<file path="src/rtl/reg_select_sequencer_pkg.sv">
// reg_select_sequencer_pkg: shared opcodes, enable/source codes, FSM states and decode record
// Optional feature macro: JMP_INSTR_EN (adds JMP/JNC opcodes in the decoder).
package reg_select_sequencer_pkg;

    typedef enum logic [1:0] {
        S_IDLE   = 2'd0,
        S_FETCH  = 2'd1,
        S_DECODE = 2'd2,
        S_EXEC   = 2'd3
    } state_e;

    localparam logic [1:0] DEST_A    = 2'b00;
    localparam logic [1:0] DEST_B    = 2'b01;
    localparam logic [1:0] DEST_OUT  = 2'b10;
    localparam logic [1:0] DEST_NONE = 2'b11;

    localparam logic [1:0] SRC_A    = 2'b00;
    localparam logic [1:0] SRC_B    = 2'b01;
    localparam logic [1:0] SRC_IN   = 2'b10;
    localparam logic [1:0] SRC_ZERO = 2'b11;

    localparam logic [3:0] OP_ADD_A_IM = 4'h0;
    localparam logic [3:0] OP_MOV_A_B  = 4'h1;
    localparam logic [3:0] OP_IN_A     = 4'h2;
    localparam logic [3:0] OP_MOV_A_IM = 4'h3;
    localparam logic [3:0] OP_MOV_B_A  = 4'h4;
    localparam logic [3:0] OP_ADD_B_IM = 4'h5;
    localparam logic [3:0] OP_IN_B     = 4'h6;
    localparam logic [3:0] OP_MOV_B_IM = 4'h7;
    localparam logic [3:0] OP_OUT_B    = 4'h9;
    localparam logic [3:0] OP_OUT_IM   = 4'hB;
    localparam logic [3:0] OP_JNC      = 4'hE;
    localparam logic [3:0] OP_JMP      = 4'hF;

    typedef struct packed {
        logic [1:0] dest;
        logic [1:0] src;
        logic       is_add;
        logic       is_jmp;
        logic       is_jnc;
    } dec_t;

    function automatic dec_t mk_dec(logic [1:0] dest, logic [1:0] src, logic is_add,
                                    logic is_jmp, logic is_jnc);
        return '{dest: dest, src: src, is_add: is_add, is_jmp: is_jmp, is_jnc: is_jnc};
    endfunction

endpackage

</file>
<file path="src/rtl/reg_select_sequencer_opcode_field_decode.sv">
// reg_select_sequencer_opcode_field_decode: combinational opcode -> dest/src/add/jump decode
// Ports:
//   opcode_i  in   4      opcode field
//   dec_o     out  dec_t  {dest, src, is_add, is_jmp, is_jnc}
// Macro JMP_INSTR_EN: when defined, E decodes as JNC and F as JMP; otherwise both are NOP.
module reg_select_sequencer_opcode_field_decode
    import reg_select_sequencer_pkg::*;
(
    input  logic [3:0] opcode_i,
    output dec_t       dec_o
);

    always_comb begin
        dec_o = mk_dec(DEST_NONE, SRC_ZERO, 1'b0, 1'b0, 1'b0);
        case (opcode_i)
            OP_ADD_A_IM: dec_o = mk_dec(DEST_A, SRC_A, 1'b1, 1'b0, 1'b0);
            OP_MOV_A_B:  dec_o = mk_dec(DEST_A, SRC_B, 1'b0, 1'b0, 1'b0);
            OP_IN_A:     dec_o = mk_dec(DEST_A, SRC_IN, 1'b0, 1'b0, 1'b0);
            OP_MOV_A_IM: dec_o = mk_dec(DEST_A, SRC_ZERO, 1'b0, 1'b0, 1'b0);
            OP_MOV_B_A:  dec_o = mk_dec(DEST_B, SRC_A, 1'b0, 1'b0, 1'b0);
            OP_ADD_B_IM: dec_o = mk_dec(DEST_B, SRC_B, 1'b1, 1'b0, 1'b0);
            OP_IN_B:     dec_o = mk_dec(DEST_B, SRC_IN, 1'b0, 1'b0, 1'b0);
            OP_MOV_B_IM: dec_o = mk_dec(DEST_B, SRC_ZERO, 1'b0, 1'b0, 1'b0);
            OP_OUT_B:    dec_o = mk_dec(DEST_OUT, SRC_B, 1'b0, 1'b0, 1'b0);
            OP_OUT_IM:   dec_o = mk_dec(DEST_OUT, SRC_ZERO, 1'b0, 1'b0, 1'b0);
`ifdef JMP_INSTR_EN
            OP_JNC:      dec_o = mk_dec(DEST_NONE, SRC_ZERO, 1'b0, 1'b1, 1'b1);
            OP_JMP:      dec_o = mk_dec(DEST_NONE, SRC_ZERO, 1'b0, 1'b1, 1'b0);
`endif
            default:     dec_o = mk_dec(DEST_NONE, SRC_ZERO, 1'b0, 1'b0, 1'b0);
        endcase
    end

endmodule

</file>
<file path="src/rtl/reg_select_sequencer.sv">
// reg_select_sequencer: 4-bit CPU control sequencer (IDLE/FETCH/DECODE/EXEC) emitting {D1,D0}
// Ports:
//   clk          in   1       rising-edge clock
//   reset        in   1       asynchronous, active-high
//   run          in   1       1 = execute program, 0 = stop after current instruction
//   pc_addr      out  PC_W    ROM address (registered PC)
//   fetch_req    out  1       ROM read request, held in FETCH until instr_valid
//   instr        in   8       ROM data {opcode, imm}
//   instr_valid  in   1       ROM data valid (only looked at in FETCH)
//   alu_carry    in   1       datapath carry, captured in EXEC of ADD ops
//   D1, D0       out  1 each  register-enable code, 11 outside EXEC
//   src_sel      out  2       adder A-input select
//   imm          out  DATA_W  immediate of latched instruction
//   busy         out  1       high outside IDLE
// Macro JMP_INSTR_EN: enables JMP (F) and JNC (E); default build always increments PC.
module reg_select_sequencer
    import reg_select_sequencer_pkg::*;
#(
    parameter int PC_W   = 4,
    parameter int OPC_W  = 4,
    parameter int DATA_W = 4
) (
    input  logic                    clk,
    input  logic                    reset,
    input  logic                    run,
    output logic [PC_W-1:0]         pc_addr,
    output logic                    fetch_req,
    input  logic [OPC_W+DATA_W-1:0] instr,
    input  logic                    instr_valid,
    input  logic                    alu_carry,
    output logic                    D1,
    output logic                    D0,
    output logic [1:0]              src_sel,
    output logic [DATA_W-1:0]       imm,
    output logic                    busy
);

    state_e                    state_q;
    logic [PC_W-1:0]           pc_q, pc_d;
    logic [OPC_W+DATA_W-1:0]   instr_q;
    logic                      carry_q, carry_d;
    logic [1:0]                dest_q;
    logic [1:0]                src_q;
    logic                      fetch_q;
    logic                      busy_q;
    logic [OPC_W-1:0]          dec_op;
    logic                      take_jmp;
    dec_t                      dec;

    // In FETCH the decoder looks at the incoming ROM word so src_sel is ready in DECODE.
    assign dec_op = (state_q == S_FETCH) ? instr[OPC_W+DATA_W-1 -: OPC_W]
                                         : instr_q[OPC_W+DATA_W-1 -: OPC_W];

    reg_select_sequencer_opcode_field_decode u_opcode_field_decode (
        .opcode_i (dec_op),
        .dec_o    (dec)
    );

    always_comb begin
        take_jmp = dec.is_jmp && !(dec.is_jnc && carry_q);
        pc_d     = take_jmp ? PC_W'(instr_q[DATA_W-1:0]) : pc_q + PC_W'(1);
        carry_d  = dec.is_add ? alu_carry : dec.is_jnc ? 1'b0 : carry_q;
    end

    always_ff @(posedge clk or posedge reset) begin
        if (reset) begin
            state_q <= S_IDLE;
            pc_q    <= '0;
            instr_q <= '0;
            carry_q <= 1'b0;
            dest_q  <= DEST_NONE;
            src_q   <= SRC_ZERO;
            fetch_q <= 1'b0;
            busy_q  <= 1'b0;
        end else begin
            case (state_q)
                S_IDLE: begin
                    if (run) begin
                        state_q <= S_FETCH;
                        fetch_q <= 1'b1;
                        busy_q  <= 1'b1;
                    end
                end
                S_FETCH: begin
                    if (instr_valid) begin
                        state_q <= S_DECODE;
                        instr_q <= instr;
                        src_q   <= dec.src;
                        fetch_q <= 1'b0;
                    end
                end
                S_DECODE: begin
                    state_q <= S_EXEC;
                    dest_q  <= dec.dest;
                end
                S_EXEC: begin
                    state_q <= run ? S_FETCH : S_IDLE;
                    dest_q  <= DEST_NONE;
                    pc_q    <= pc_d;
                    carry_q <= carry_d;
                    fetch_q <= run;
                    busy_q  <= run;
                end
                default: state_q <= S_IDLE;
            endcase
        end
    end

    assign pc_addr   = pc_q;
    assign fetch_req = fetch_q;
    assign {D1, D0}  = dest_q;
    assign src_sel   = src_q;
    assign imm       = instr_q[DATA_W-1:0];
    assign busy      = busy_q;

endmodule

</file>
<file path="config.mk">
export PLATFORM = sky130hd
export DESIGN_NAME = reg_select_sequencer
export DESIGN_NICKNAME = d
export VERILOG_FILES = /design/src/rtl/reg_select_sequencer_pkg.sv /design/src/rtl/reg_select_sequencer_opcode_field_decode.sv /design/src/rtl/reg_select_sequencer.sv
export SDC_FILE = /design/constraint.sdc
export NUM_CORES = 1
export LEC_CHECK = 0
export BUFFER_PORTS_ARGS = -buffer_cell sky130_fd_sc_hd__buf_2
export CORE_UTILIZATION = 40
export CTS_CLUSTER_SIZE = 12
export DETAILED_ROUTE_END_ITERATION = 8
export PLACE_DENSITY_LB_ADDON = 0.12
export SETUP_SLACK_MARGIN = 0.05
export SYNTH_ARGS = -nofsm -noshare
export SYNTH_HDL_FRONTEND = slang
export SYNTH_SLANG_ARGS = --single-unit
</file>
<file path="constraint.sdc">
create_clock -name clk -period 2.34 [get_ports clk]
set_input_delay 0.117 -clock clk [delete_from_list [all_inputs] [get_ports clk]]
set_output_delay 0.117 -clock clk [all_outputs]
set_load 0.005 [all_outputs]
</file>
==> out/qor.json <==
{
  "detail-route-antenna-nets": {"value": 0},
  "io_buffer_count": {"value": 25},
  "antenna_cells": {"value": 0},
  "dpl_worst_slack": {"value": 670, "unit": "ps"},
  "clk-insertion-delay-late": {"value": 300, "unit": "ps"},
  "tritoncts_clock_tree": {"value": "built"},
  "synthDistinctLibCells": {"value": 27},
  "groute.usage.overall": {"value": 15.3, "unit": "%"},
  "grt-ovfl-total": {"value": 0},
  "postPlaceCellArea": {"value": 1080, "unit": "sq um"},
  "rr_endpoint": {"value": "state_q[1]"},
  "yosys_warnings": {"value": 0},
  "hold_path_class": {"value": "in -> reg"},
  "dpl.cell_count": {"value": 132},
  "final.period_utilization": {"value": 71.5, "unit": "%"},
  "clk_pin_slew": {"value": 110, "unit": "ps"},
  "critical_path_peak_fanout": {"value": 7},
  "critical_path_class": {"value": "reg -> reg"},
  "synth_top_area_share": {"value": 38.7, "unit": "%"},
  "finalSetupViolations": {"value": 0},
  "max-slew-margin-rel": {"value": 51.6, "unit": "%"},
  "dieArea": {"value": 2630, "unit": "sq um"},
  "core-area": {"value": 2250, "unit": "sq um"},
  "slowest_delay": {"value": 450, "unit": "ps"},
  "drt_first_pass_iters": {"value": 4},
  "timing.critical_path.arrival": {"value": 1870, "unit": "ps"},
  "timing.setup.tns": {"value": 0, "unit": "ps"},
  "required": {"value": 2540, "unit": "ps"},
  "max_clock_freq": {"value": 0.597, "unit": "GHz"},
  "run_status": {"value": "finished, final reports clean"},
  "drtIter0Drc": {"value": 8},
  "slowest_stage": {"value": "sky130_fd_sc_hd__dfrtp_1"},
  "synthToLayoutAreaGrowth": {"value": 15.6, "unit": "%"},
  "cts_repair_resize_count": {"value": 0},
  "finalWorstSetupSlack": {"value": 666, "unit": "ps"},
  "overall_die_height": {"value": 51.3, "unit": "um"},
  "cts-root-to-sink-buffers": {"value": 2},
  "antenna_found_initial": {"value": 0},
  "rows": {"value": 17},
  "synth_seq_area_share": {"value": 49.5, "unit": "%"},
  "critical_path.top_delay_family": {"value": "flip-flops"},
  "number_of_register_bits_inferred_by_synthesis": {"value": 19},
  "worst_hold_startpoint": {"value": "instr[0]"},
  "timing.critical_path.to_type": {"value": "flop"},
  "synthArstFlopShare": {"value": 100, "unit": "%"},
  "cts.hold.buffers_added": {"value": 1},
  "first_pass_grt_wire_length": {"value": 2910, "unit": "um"},
  "proportion_of_layout_cells_with_a_drive_suffix_above_1": {"value": 41.3, "unit": "%"},
  "power_density": {"value": 1300, "unit": "nW/um^2"},
  "layout.filler_cells": {"value": 239},
  "synth_fp_nets": {"value": 105},
  "reg2regPathDepth": {"value": 5},
  "postCtsSetupRepairBufs": {"value": 0},
  "cts_buffers": {"value": 3},
  "timing.critical_path.buf_inv": {"value": 1},
  "finish.utilization": {"value": 49.8, "unit": "%"},
  "via_count_of_the_first_global_routing_pass": {"value": 666},
  "routedWlPerCell": {"value": 12.0, "unit": "um"},
  "clock_skew": {"value": 5.00, "unit": "ps"},
  "finalNetCount": {"value": 130},
  "min_period": {"value": 1670, "unit": "ps"},
  "cts_num_sinks": {"value": 19},
  "min_delay_worst_endpoint": {"value": "instr_q[0]"},
  "cts_htree_levels": {"value": 1},
  "place_hpwl": {"value": 1210, "unit": "um"},
  "synthesized_area": {"value": 971, "unit": "sq um"},
  "reg2reg_from": {"value": "state_q[1]"},
  "floorplan.initialDensity": {"value": 43.1, "unit": "%"},
  "max-vdd-ir-drop": {"value": 0.596, "unit": "mV"},
  "post_synth_main_area_contributors": {"value": "sky130_fd_sc_hd__dfrtp_1, sky130_fd_sc_hd__dfstp_2, sky130_fd_sc_hd__ha_1"},
  "pin_count": {"value": 27},
  "worst-r2r-setup-slack": {"value": 670, "unit": "ps"},
  "finalNonFillerCells": {"value": 137},
  "postSynthCellCount": {"value": 85},
  "grt_start_max_net_pins": {"value": 20},
  "cts_root_buf": {"value": "sky130_fd_sc_hd__clkbuf_4"},
  "synth_top_flop_cell": {"value": "sky130_fd_sc_hd__dfrtp_1"},
  "synth_largest_area_cell": {"value": "sky130_fd_sc_hd__dfrtp_1"},
  "final-hold-violation-count": {"value": 0},
  "total_power": {"value": 1.46, "unit": "mW"},
  "final-max-slew-violation-count": {"value": 0},
  "worstHoldPathCells": {"value": 2},
  "remaining_drc_errors": {"value": 0},
  "timing.critical_path.cells": {"value": "inv_1 > ha_1 > nor2b_4 > or2_4 > mux2_4"},
  "whs": {"value": 40.1, "unit": "ps"},
  "grt_setup_unrepaired": {"value": "false"},
  "worst_setup_path_start_kind": {"value": "flop"},
  "tightest_slew": {"value": 725, "unit": "ps"},
  "syn_area_per_cell": {"value": 11.4, "unit": "sq um"},
  "detailroute.via_count": {"value": 663},
  "count_of_flip_flops_with_a_built_in_enable_after_synthesis": {"value": 0},
  "detail_route.vias_per_cell": {"value": 4.84},
  "drv.max_cap_violation_count": {"value": 0},
  "design_area": {"value": 1120, "unit": "sq um"},
  "p_leak": {"value": 0.542, "unit": "nW"},
  "die-width": {"value": 51.3, "unit": "um"},
  "gp_congestion": {"value": 0.717},
  "routed_wl": {"value": 1640, "unit": "um"}
}
-- placed cells by master (no fill, tap or decap), types with 2 or more instances in the layout --
| cell type | synthesis | layout |
|---|---|---|
| sky130_fd_sc_hd__nor2_1 | 6 | 6 |
| sky130_fd_sc_hd__a2111oi_0 | 2 | 2 |
| sky130_fd_sc_hd__clkbuf_4 | 0 | 3 |
| sky130_fd_sc_hd__o21ai_0 | 3 | 3 |
| sky130_fd_sc_hd__mux2_2 | 7 | 7 |
| sky130_fd_sc_hd__nand2b_1 | 2 | 2 |
| sky130_fd_sc_hd__buf_2 | 1 | 25 |
| sky130_fd_sc_hd__a21oi_1 | 5 | 5 |
| sky130_fd_sc_hd__inv_1 | 6 | 6 |
| sky130_fd_sc_hd__nand2_1 | 3 | 3 |
| sky130_fd_sc_hd__ha_1 | 7 | 7 |
| sky130_fd_sc_hd__xnor2_1 | 2 | 2 |
| sky130_fd_sc_hd__dfstp_2 | 4 | 4 |
| sky130_fd_sc_hd__dfrtp_1 | 15 | 15 |
| sky130_fd_sc_hd__o31ai_1 | 4 | 4 |
| sky130_fd_sc_hd__nor3_1 | 3 | 3 |
-- registers in the layout, indices dropped and copies added, names as in the netlist --
signal	flops
instr_q	7
pc_addr	4
dest_q	2
src_sel	2
state_q	2
busy	1
fetch_req	1
-- layout make-up --
cell class,count,area (sq um),area share (%)
sequential,19,480,42.8
multi-input combinational,54,422,37.6
timing repair buffer,26,135,12.0
tap,28,35.0,3.12
clock buffer,3,22.5,2.01
inverter,6,22.5,2.01
clock inverter,1,5.00,0.446
-- kinds of logic (layout without fill, tap and decap cells) --
logic type      count (synthesis)  after routing  synth area share, %
buf+inv                        12             36                 7.09
xor+xnor                        3              3                 2.71
compound gates                 15             15                 9.79
mux                             9              9                 10.7
flops                          19             19                 49.5
simple gates                   20             20                 11.2
fa+ha+maj                       7              7                 9.02
-- how the worst max path moves through the flow --
stage,from,to,slack (ps),cells past startpoint
floorplan,state_q[1],state_q[1],810,5
global placement,state_q[1],state_q[1],700,5
detailed placement,state_q[1],state_q[1],670,5
CTS,state_q[1],state_q[1],650,5
global route,state_q[1],state_q[1],560,5
finish,state_q[1],state_q[1],670,5
-- metal layers --
metal	share of wire, %	global-route usage (%)	up-vias
li1	-	-	336
met1	44	16.3	307
met2	50	27.6	15
met3	4.8	5.36	5
met4	1.4	5.41	0
met5	0	0	-
-- worst register-to-register path, cell delays in order (launching register included) --
cell,delay [ps]
sky130_fd_sc_hd__dfrtp_1,450
sky130_fd_sc_hd__inv_1,130
sky130_fd_sc_hd__ha_1,340
sky130_fd_sc_hd__nor2b_4,230
sky130_fd_sc_hd__or2_4,140
sky130_fd_sc_hd__mux2_4,290
-- Yosys cell counts, drive strengths merged, types with 3 or more instances --
cell	number
o31ai	4
nand2	4
o21ai	3
a21oi	5
inv	6
buf	6
mux2	8
ha	7
dfrtp	15
nor3	3
nor2	6
dfstp	4
-- report_power, final --
part,internal [mW],switching (mW)
registers,0.517,0.111
logic,0.360,0.301
clock network,0.0638,0.106
No activity file was read; power rests on OpenSTA's default activity.
